$ cat config.mk
export PLATFORM = sky130hd
export DESIGN_NAME = store_sequencer
export DESIGN_NICKNAME = d
export VERILOG_FILES = /design/src/rtl/store_sequencer.sv
export SDC_FILE = /design/constraint.sdc
export NUM_CORES = 1
export LEC_CHECK = 0
export BUFFER_PORTS_ARGS = -buffer_cell sky130_fd_sc_hd__buf_2
export CAP_MARGIN = 10
export CORE_ASPECT_RATIO = 0.75
export CORE_MARGIN = 2
export CORE_UTILIZATION = 40
export CTS_CLUSTER_DIAMETER = 60
export DETAILED_ROUTE_END_ITERATION = 10
export SYNTH_ARGS = -nofsm -noshare
export SYNTH_HDL_FRONTEND = slang
export SYNTH_SLANG_ARGS = --single-unit
$ cat constraint.sdc
create_clock -name clk -period 21.2 [get_ports clk]
set_input_delay 6.36 -clock clk [delete_from_list [all_inputs] [get_ports clk]]
set_output_delay 6.36 -clock clk [all_outputs]
set_load 0.01 [all_outputs]
$ cat src/rtl/store_sequencer.sv
// Buffered store controller: queues byte/half/word stores in a small FIFO and issues them
// as one or two word-aligned, byte-masked write beats in strict request order.
module store_sequencer #(
  parameter int unsigned DEPTH = 2
) (
  input  logic        clk,
  input  logic        rst,
  input  logic        req_valid,
  output logic        req_ready,
  input  logic [31:0] req_addr,
  input  logic [31:0] req_data,
  input  logic [1:0]  req_size,
  output logic        mem_wen,
  input  logic        mem_ready,
  output logic [31:0] mem_addr,
  output logic [31:0] mem_din,
  output logic [3:0]  mem_wmask,
  output logic        busy,
  output logic        split,
  output logic        err_size
);

  localparam int unsigned PtrW = $clog2(DEPTH);
  localparam int unsigned CntW = $clog2(DEPTH) + 1;

  typedef enum logic [1:0] {StIdle, StLo, StHi} state_e;

  state_e state_q, state_d;

  logic [29:0]     waddr_q [DEPTH];
  logic [63:0]     data_q  [DEPTH];
  logic [7:0]      mask_q  [DEPTH];
  logic [PtrW-1:0] wptr_q, rptr_q;
  logic [CntW-1:0] count_q, count_d;
  logic            err_q;

  logic        full, accept, push, pop, illegal;
  logic [3:0]  base_mask;
  logic [31:0] size_data;
  logic [7:0]  enq_mask;
  logic [63:0] enq_data;
  logic [29:0] head_waddr;
  logic [63:0] head_data;
  logic [7:0]  head_mask;

  assign full      = (count_q == CntW'(DEPTH));
  assign req_ready = !full && !rst;
  assign accept    = req_valid && req_ready;
  assign push      = accept && (req_size != 2'b11);
  assign illegal   = accept && (req_size == 2'b11);

  assign head_waddr = waddr_q[rptr_q];
  assign head_data  = data_q[rptr_q];
  assign head_mask  = mask_q[rptr_q];

  // An entry leaves the FIFO after its last beat: HI always, LO only when nothing spills over.
  assign pop = mem_ready && ((state_q == StHi) ||
                             ((state_q == StLo) && (head_mask[7:4] == 4'b0000)));

  assign count_d = count_q + CntW'(push) - CntW'(pop);

  always_comb begin
    base_mask = 4'b0001;
    size_data = {24'b0, req_data[7:0]};
    case (req_size)
      2'b01: begin
        base_mask = 4'b0011;
        size_data = {16'b0, req_data[15:0]};
      end
      2'b10: begin
        base_mask = 4'b1111;
        size_data = req_data;
      end
      default: ;
    endcase
    enq_mask = {4'b0000, base_mask} << req_addr[1:0];
    enq_data = {32'b0, size_data} << {req_addr[1:0], 3'b000};
  end

  always_ff @(posedge clk) begin
    if (push) begin
      waddr_q[wptr_q] <= req_addr[31:2];
      data_q[wptr_q]  <= enq_data;
      mask_q[wptr_q]  <= enq_mask;
    end
  end

  always_ff @(posedge clk) begin
    if (rst) begin
      wptr_q  <= '0;
      rptr_q  <= '0;
      count_q <= '0;
      err_q   <= 1'b0;
    end else begin
      if (push) wptr_q <= wptr_q + 1'b1;
      if (pop)  rptr_q <= rptr_q + 1'b1;
      count_q <= count_d;
      err_q   <= illegal;
    end
  end

  always_ff @(posedge clk) begin
    if (rst) state_q <= StIdle;
    else     state_q <= state_d;
  end

  always_comb begin
    state_d = state_q;
    unique case (state_q)
      StIdle: if (push) state_d = StLo;
      StLo: begin
        if (mem_ready) begin
          if (head_mask[7:4] != 4'b0000) state_d = StHi;
          else                           state_d = (count_d != '0) ? StLo : StIdle;
        end
      end
      StHi: if (mem_ready) state_d = (count_d != '0) ? StLo : StIdle;
      default: state_d = StIdle;
    endcase
  end

  always_comb begin
    mem_wen   = 1'b0;
    mem_addr  = '0;
    mem_din   = '0;
    mem_wmask = '0;
    split     = 1'b0;
    unique case (state_q)
      StLo: begin
        mem_wen   = 1'b1;
        mem_addr  = {head_waddr, 2'b00};
        mem_din   = head_data[31:0];
        mem_wmask = head_mask[3:0];
      end
      StHi: begin
        mem_wen   = 1'b1;
        mem_addr  = {head_waddr + 30'd1, 2'b00};
        mem_din   = head_data[63:32];
        mem_wmask = head_mask[7:4];
        split     = mem_ready;
      end
      default: ;
    endcase
  end

  assign busy     = (count_q != '0);
  assign err_size = err_q;

endmodule

==> flow_summary.json, run 1 <==
{
  "status": "finished, final reports clean",
  "p_clk_frac": 0.340,
  "finalCritPeriodShare": 0.6218,
  "post-route-min-period_ns": 13.18,
  "clock.fmax_mhz": 75.86,
  "wl_met1_um": 11340,
  "holdBufCountCts": 0,
  "p_int_uw": 677.9,
  "gp_routability_congestion": 0.7713,
  "vias": 6703,
  "grt_pass1_vias": 6215,
  "max_slew_margin": 0.3397,
  "drv_cap": 0,
  "fill_cells": 2190,
  "drc_errors": 0,
  "setup_tns_ns": 0,
  "slew_viol_final": 0,
  "nNetsFinal": 979,
  "path_max_fanout": 10,
  "cts_root_buf": "clkbuf_16",
  "synthArstFlopShare": 0,
  "coreArea_um2": 23730,
  "fp.dieArea_um2": 25230,
  "vdd_drop_max_v": 0.00004424,
  "worst_setup_path_start_kind": "primary input",
  "grt_setup_unrepaired": "no",
  "switchingPower_uw": 278.5,
  "synth_flop_cell": "edfxtp_1",
  "grt_max_degree": 82,
  "cts_setup_buffers": 0,
  "drive_gt1_frac": 0.2305,
  "dr_wl_met3_um": 1739,
  "syn_inst": 777,
  "final_area_um2": 11150,
  "final_cells": 1217,
  "crit_type": "in -> out",
  "combPwrFrac": 0.186,
  "drtIter0Drc": 396,
  "arrival_ns": 6.82,
  "via_per_inst": 5.508,
  "clk_pin_slew_ns": 0.07,
  "syn-cell-area_um2": 9587,
  "clock_sink_count": 194,
  "clockBufferDepth": 2,
  "overflow": 0,
  "yosys-top-cells-area": "edfxtp_1 (58%), mux2i_1 (8.8%), nor2_1 (2.9%), o22a_1 (2.2%), nand2_1 (2.0%)",
  "tightest_slew_ns": 0.9905,
  "grt_util_all_layers": 0.1863,
  "place_area_um2": 10540,
  "p_sw_frac": 0.2912,
  "critPathCaptureType": "output port",
  "reg2regPathDepth": 13,
  "hp-class": "reg -> reg",
  "required_ns": 14.84,
  "wl_met2_um": 10020,
  "p_seq_frac": 0.473,
  "ios": 143,
  "hold_violations": 0,
  "synth.top_cell.area_share": 0.5826,
  "wirelength_um": 23310,
  "start_util": 0.4040,
  "min_path_cells": 2,
  "netlist.top_cell.by_area": "edfxtp_1",
  "min_from": "rptr_q",
  "die_y_um": 138.1,
  "rows": 49,
  "grt_antenna_before_repair": 0,
  "startpoint": "rst",
  "grt_pass1_wl_um": 35650,
  "finalSetupViolations": 0,
  "synth_edf_count": 186,
  "insertion_delay_ns": 0.44,
  "ys_ff_latch": 194,
  "dp_hpwl_um": 15600,
  "synth.distinct_cells": 63,
  "syn2layout_area_growth_pct": 16.33,
  "cts_resized": 0,
  "mostFrequentLayoutCells": "edfxtp_1 (186), buf_2 (140), mux2i_1 (84)",
  "synth-seq-area-share": 0.5993,
  "synth_warnings": 0,
  "highest_layer": "met4",
  "numCtsBuffers": 17,
  "final_common_cell": "edfxtp_1",
  "htreeDepth": 4,
  "dr.pass1.iters": 5,
  "powerDensity_nw_per_um2": 85.76,
  "final_antenna_net_count": 0,
  "die_w_um": 182.8,
  "synth.avg_cell_area_um2": 12.34,
  "dpl.cell_count": 1185,
  "wl_per_cell_um": 19.16,
  "p_leak_nw": 3.943,
  "antenna_cells": 0,
  "io_buffer_count": 140,
  "cts_tree": "yes",
  "fin_skew_ns": 0.01336
}
## final cells by class
cell class                      instances  area, um^2  area share
Clock buffer                           17       425.4     0.03815
Clock inverter                         15       183.9     0.01649
Multi-Input combinational cell        517        3560      0.3192
Inverter                               16       60.06    0.005385
Sequential cell                       194        5749      0.5155
Timing Repair Buffer                  152       790.8     0.07091
Tap cell                              306       382.9     0.03433
## synth_stat cells (all sizes together) (5+ instances only)
| master | count |
|---|---|
| mux2 | 16 |
| nand4 | 8 |
| nor2 | 74 |
| inv | 13 |
| a32oi | 10 |
| nor2b | 8 |
| xor2 | 5 |
| clkbuf | 30 |
| and2 | 13 |
| o21a | 5 |
| edfxtp | 186 |
| dfxtp | 8 |
| mux2i | 84 |
| nand2 | 52 |
| o32ai | 7 |
| o22ai | 12 |
| o22a | 24 |
| a21oi | 22 |
| nor3 | 9 |
| buf | 21 |
| nand3b | 10 |
| nand3 | 28 |
| o21ai | 33 |
| and3 | 18 |
| xnor2 | 7 |
| ha | 11 |
## flip-flops by register name (all words and copies together) (netlist names), named ones only
register,count
wptr_q,1
mask_q,14
rptr_q,1
count_q,2
state_q,2
data_q,112
err_size,1
waddr_q,60
## power groups by stage
stage / Clock [mW] / Sequential, mW / Combinational [mW]
finish: 0.326 / 0.453 / 0.178
global route: 0.349 / 0.455 / 0.196
CTS: 0.335 / 0.453 / 0.180
detailed placement: 0 / 0.462 / 0.179
global placement: 0 / 0.461 / 0.179
floorplan: 0 / 0.455 / 0.122
## critical path, cell delays in order
cell and delay [ns]:
buf_2 0.16, a21oi_1 0.15, buf_2 0.15
## path summary, 6_finish.rpt
check | end | slack (ns)
max | req_ready | 8.02
max reg2reg | state_q[0] | 16.88
min reg2reg | flip-flop | 0.51
min | flip-flop | 0.51
## through the flow
| step | power (mW) | worst slack (ns) | utilization | hold slack [ns] |
|---|---|---|---|---|
| after CTS | 0.9682 | 8.009 | 0.4700 | 0.5063 |
| after global placement | 0.6398 | 8.026 | 0.4443 | 0.4860 |
| final | 0.9564 | 8.018 | 0.4700 | 0.5079 |
| after global routing | 1.000 | 7.965 | 0.4700 | 0.5405 |
| after floorplan | 0.5777 | 8.063 | - | 0.4647 |
| after detailed placement | 0.6409 | 8.013 | 0.4443 | 0.4884 |
## layer usage
layer	global-route usage	vias up
li1	-	3210
met1	0.2917	3238
met2	0.2632	236
met3	0.03635	19
met4	0.04796	0
met5	0	-
## cell families after synthesis
| group | synth area share |
|---|---|
| xor+xnor | 0.01096 |
| flops | 0.5993 |
| fa+ha+maj | 0.01436 |
| mux | 0.1065 |
| compound gates | 0.1075 |
| buf+inv | 0.03132 |
| other cells | 0.0003912 |
| simple gates | 0.1296 |
(Power assumes the default switching activity.)
==> run 2, diff against run 1 <==
- ABC_AREA: default -> 1
- clock period: 21.2 -> 13.1 ns (I/O delays scaled with it)
==> run 2 against run 1 <==
  * Die area up 1.0%
  * Via count is 14% higher
  * Hold slack lost 0.022 ns
  * Wire length grew 14%
  * Final area grew 0.37%
  * Largest power group unchanged
  * Clock-buffer cell count unchanged
  * Largest cell class unchanged
==> flow_summary.json, run 2 <==
{
  "finalSetupViolations": 0,
  "synth_xor_area_frac": 0.001808,
  "dr.pass1.iters": 6,
  "status": "finished, final reports clean",
  "vdd_drop_max_v": 0.00009412,
  "clock_sink_count": 194,
  "arrival_ns": 4.40,
  "rrSetupSlack_ns": 9.65,
  "largestRegisters": "data_q (112), waddr_q (60), mask_q (14)",
  "tightest_slew_ns": 1.157,
  "grt.busiest_layer": "met1",
  "start_util": 0.4062,
  "p_leak_nw": 4.424,
  "yosys.area_share.adder": 0.01421,
  "grt_pass1_wl_um": 40200,
  "hold_violations": 0,
  "cts_setup_buffers": 0,
  "synth-simple-area-share": 0.2114,
  "wl_per_cell_um": 17.86,
  "grt_antenna_before_repair": 3,
  "combPwrFrac": 0.220,
  "synth-seq-area-share": 0.5931,
  "drc_errors": 0,
  "met3_usage": 0.04280,
  "p_sw_frac": 0.3125,
  "yosysMostFrequentCell": "nand2_1",
  "synth_top_family_by_area": "simple AND/OR/NAND/NOR gates",
  "p_clk_frac": 0.336,
  "max_slew_margin": 0.2256,
  "wirelength_um": 26580,
  "finalWorstSetupSlack_ns": 4.769,
  "coreArea_um2": 23850,
  "critPathCaptureType": "output port",
  "dp_hpwl_um": 17580,
  "via_per_inst": 5.116,
  "final_antenna_net_count": 0,
  "p_int_mw": 1.107,
  "clk_pin_slew_ns": 0.07,
  "clockBufferDepth": 2,
  "netlist.top_cell.by_area": "edfxtp_1",
  "synthMuxAreaShare": 0,
  "die_w_um": 183.7,
  "switchingPower_uw": 503.1,
  "largest_register_ffs": 112,
  "powerDensity_nw_per_um2": 143.9,
  "synth_warnings": 0,
  "drv_cap": 0,
  "dp_slack_ns": 4.765,
  "nNetsFinal": 1251,
  "clock.fmax_mhz": 120.0,
  "numCtsBuffers": 17,
  "cts_root_buf": "clkbuf_16",
  "synth_edf_count": 186,
  "io_buffer_count": 140,
  "synth.distinct_cells": 42,
  "insertion_delay_ns": 0.44,
  "crit_type": "in -> out",
  "grt_setup_unrepaired": "no",
  "synth.top_cell.area_share": 0.5766,
  "syn-cell-area_um2": 9687,
  "r2r-end": "state_q[0]",
  "slew_viol_final": 0,
  "overflow": 0,
  "grt_max_degree": 82,
  "synth_flop_cell": "edfxtp_1",
  "vias": 7613,
  "synth_compound_area_frac": 0.1117,
  "syn_inst": 1053,
  "rows": 49,
  "syn2layout_area_growth_pct": 15.55,
  "cts_resized": 0,
  "reg2regPathDepth": 16,
  "postLayoutCoreUtil": 0.4693,
  "grt_pass1_vias": 6944,
  "holdBufCountCts": 0,
  "fill_cells": 2291,
  "htreeDepth": 4,
  "fp.dieArea_um2": 25490,
  "grtUsageMet2": 0.2977,
  "mostFrequentLayoutCells": "nand2_1 (218), nor2_1 (192), edfxtp_1 (186)",
  "finalCritPeriodShare": 0.6360,
  "worst_setup_path_start_kind": "primary input",
  "p_seq_frac": 0.444,
  "yosys-top-cells-area": "edfxtp_1 (58%), nand2_1 (8.4%), nor2_1 (7.5%), o21ai_0 (4.8%), inv_1 (3.6%)",
  "post-route-min-period_ns": 8.331,
  "final_common_cell": "nand2_1",
  "path_max_fanout": 8,
  "cpMostUsedCell": "buf_2",
  "ios": 143,
  "die_y_um": 138.8,
  "gp_routability_congestion": 0.8815,
  "grt_use_met1": 0.3285,
  "synth.avg_cell_area_um2": 9.199,
  "drive_gt1_frac": 0.1937,
  "ys_ff_latch": 194,
  "setup_tns_ns": 0,
  "drtIter0Drc": 692,
  "regMostFlops": "data_q",
  "cts_tree": "yes",
  "cp_cell_sequence": "buf_2, a21oi_1, buf_2",
  "hp-class": "reg -> reg",
  "min_from": "rptr_q",
  "grt_util_all_layers": 0.2100,
  "synthArstFlopShare": 0,
  "antenna_cells": 0,
  "fin_skew_ns": 0.007839,
  "critPathMaxStageDelay_ns": 0.17,
  "synth_commonest_cells": "nand2_1 (218), nor2_1 (194), edfxtp_1 (186), inv_1 (94), o21ai_0 (92)",
  "min_path_cells": 2,
  "required_ns": 9.17,
  "crit_slowest_cell": "a21oi_1"
}
run 2: cell families after synthesis:
group	Yosys count
adders and majority gates	11
AOI/OAI and AO/OA	197
other	1
buffers and inverters	153
DFF	194
xor gates and xnor gates	2
and+or+nand+nor	495
run 2: cell type report:
class | instances | area, um^2 | share of cell area
Tap cell | 306 | 382.9 | 0.03421
Timing Repair Buffer | 149 | 768.2 | 0.06863
Clock buffer | 17 | 425.4 | 0.03801
Multi-Input combinational cell | 707 | 3308 | 0.2956
Inverter | 101 | 380.4 | 0.03398
Clock inverter | 14 | 178.9 | 0.01598
Sequential cell | 194 | 5749 | 0.5136
run 2: metrics by stage:
step	total power, mW	instances	hold slack, ns	area (um^2)
finish	1.610	1488	0.4859	11190
global route	1.683	1488	0.5182	11190
floorplan	0.9563	1054	0.4607	9691
CTS	1.618	1488	0.4839	11190
global placement	1.079	1457	0.4713	10590
detailed placement	1.082	1457	0.4713	10590
run 2: worst max path at each step:
stage	startpoint	to	slack [ns]	cells past startpoint
after global routing	rst	req_ready	4.73	3
final	rst	req_ready	4.77	3
after CTS	rst	req_ready	4.76	3
after floorplan	rst	data_q[1][0]	3.98	6
after global placement	rst	req_ready	4.80	3
after detailed placement	rst	req_ready	4.77	3
run 2: power groups by stage:
stage	clock [mW]	combinational (mW)	sequential, mW
finish	0.542	0.354	0.714
global route	0.574	0.393	0.716
CTS	0.548	0.355	0.714
detailed placement	0	0.354	0.728
global placement	0	0.351	0.728
floorplan	0	0.229	0.728
run 2: critical path: cells and delay by family:
kind            cells  cell delay (ns)
compound gates      1             0.17
buf+inv             2             0.30
run 2: per-layer routing:
metal,vias to the layer above,wire [um],share of wire
li1,3751,-,-
met4,4,264,0.0099
met3,20,1836,0.069
met2,231,11080,0.42
met5,-,21,0.00079
met1,3607,13380,0.50
==> run 3, diff against run 2 <==
- clock period: 13.1 -> 6.8 ns (I/O delays scaled with it)
==> run 3 against run 2 <==
  * Final area about the same
  * Utilization about the same
  * Hold slack got worse by 0.0037 ns
  * Global-route usage decreased by 0.19 points
  * Largest cell class unchanged
  * Wire length decreased by 0.77%
  * Clock skew increased by 0.0079 ns
  * Setup slack got worse by 3.3 ns
  * Clock power increased by 81%
  * Register-to-register slack got worse by 6.4 ns
  * Cell count increased by 0.20%
==> flow_summary.json, run 3 (synthesis results as in run 2) <==
{
  "status": "finished, final reports clean",
  "power_mw": 3.031,
  "cts_resized": 0,
  "combPwrFrac": 0.221,
  "drv_cap": 0,
  "place_area_um2": 10610,
  "clockBufferDepth": 2,
  "fp.dieArea_um2": 25490,
  "die_w_um": 183.7,
  "worst_setup_path_start_kind": "flip-flop",
  "die_y_um": 138.8,
  "tightest_slew_ns": 0.8322,
  "crit_type": "reg -> out",
  "gp_routability_congestion": 0.8800,
  "grt_max_degree": 95,
  "htreeDepth": 4,
  "fin_skew_ns": 0.01573,
  "dr.pass1.iters": 6,
  "syn2layout_area_growth_pct": 15.62,
  "slew_viol_final": 0,
  "via_per_inst": 5.150,
  "required_ns": 4.76,
  "dp_slack_ns": 2.033,
  "clk_pin_slew_ns": 0.07,
  "final_area_um2": 11200,
  "postLayoutCoreUtil": 0.4696,
  "wirelength_um": 26380,
  "p_sw_frac": 0.3194,
  "coreArea_um2": 23850,
  "cts_root_buf": "clkbuf_16",
  "arrival_ns": 3.25,
  "critPathCaptureType": "output port",
  "p_leak_nw": 4.415,
  "finalWorstSetupSlack_ns": 1.515,
  "clock.fmax_mhz": 189.2,
  "largest_register_ffs": 112,
  "cts_setup_buffers": 0,
  "cts_tree": "yes",
  "p_int_mw": 2.063,
  "finalCritPeriodShare": 0.7772,
  "start_util": 0.4062,
  "overflow": 0,
  "hold_violations": 0,
  "grt_antenna_before_repair": 4,
  "numCtsBuffers": 17,
  "io_buffer_count": 140,
  "grt_pass1_vias": 6919,
  "p_clk_frac": 0.324,
  "grt_setup_unrepaired": "no",
  "drtIter0Drc": 745,
  "grt_pass1_wl_um": 39840,
  "p_seq_frac": 0.455,
  "hp-class": "reg -> reg",
  "max_slew_margin": 0.4452,
  "finalSetupViolations": 0,
  "final_antenna_net_count": 0,
  "mostFrequentLayoutCells": "nand2_1 (218), nor2_1 (192), edfxtp_1 (186)",
  "switchingPower_uw": 967.9,
  "drive_gt1_frac": 0.1937,
  "powerDensity_nw_per_um2": 270.6,
  "setup_tns_ns": 0,
  "clock_sink_count": 194,
  "vias": 7679,
  "post-route-min-period_ns": 5.285,
  "fill_cells": 2292,
  "dp_hpwl_um": 17470,
  "vdd_drop_max_v": 0.0001864,
  "nNetsFinal": 1251,
  "holdBufCountCts": 0,
  "final_common_cell": "nand2_1",
  "drc_errors": 0,
  "grt_util_all_layers": 0.2081,
  "path_max_fanout": 23,
  "insertion_delay_ns": 0.45,
  "regMostFlops": "data_q",
  "rows": 49,
  "wl_per_cell_um": 17.69,
  "ios": 143,
  "largestRegisters": "data_q (112), waddr_q (60), mask_q (14)"
}
[run 3: cell count changes in the layout (fill, tap and decap cells not counted), sizes merged]
cell / change
diode: +3
clkinv: +3
bufinv: -2
inv: -1
[run 3: routing by layer]
metal  global-route usage  vias up  wire length [um]
li1                     -     3764                 -
met1               0.3405     3607             13510
met2               0.2630      274             10370
met3              0.04937       32              2013
met4              0.06695        2               485
met5                    0        -                 8
[run 3: power groups by stage]
stage | combinational (mW) | clock, mW | sequential (mW)
after CTS | 0.670 | 1.00 | 1.38
final | 0.669 | 0.983 | 1.38
after detailed placement | 0.667 | 0 | 1.41
after global routing | 0.744 | 1.05 | 1.38
after floorplan | 0.441 | 0 | 1.40
after global placement | 0.664 | 0 | 1.40
[run 3: layout make-up]
class                   count  area, um^2  share of cell area
clock inverters            14       152.6             0.01363
well taps                 306       382.9             0.03419
inverters                 101       380.4             0.03396
repair buffers            149       793.3             0.07083
diodes                      3       7.507           0.0006703
clock buffers              17       425.4             0.03798
flip-flops and latches    194        5749              0.5133
multi-input cells         707        3308              0.2954
[run 3: metrics by stage]
step                      hold WS (ns)  std cells
after global placement          0.4617       1457
after global routing            0.5057       1490
after detailed placement        0.4728       1457
after CTS                       0.4831       1488
final                           0.4823       1491
after floorplan                 0.4607       1054
[run 3: critical path: stages (launching register included)]
cell and delay [ns]:
dfxtp_1 0.38, inv_1 0.08, ha_1 0.77, nand2_1 0.52, inv_1 0.52, a22oi_1 0.13, nor2_1 0.22, buf_2 0.17
[run 3: path summary, 6_finish.rpt]
kind	startpoint	endpoint	slack, ns	cells after the start
worst max-delay path	state_q[0]	mem_addr[19]	1.51	7
worst min-delay path	rptr_q	flip-flop	0.48	2
worst max register to register	flip-flop	state_q[0]	3.30	16
worst min register to register	rptr_q	flip-flop	0.48	2
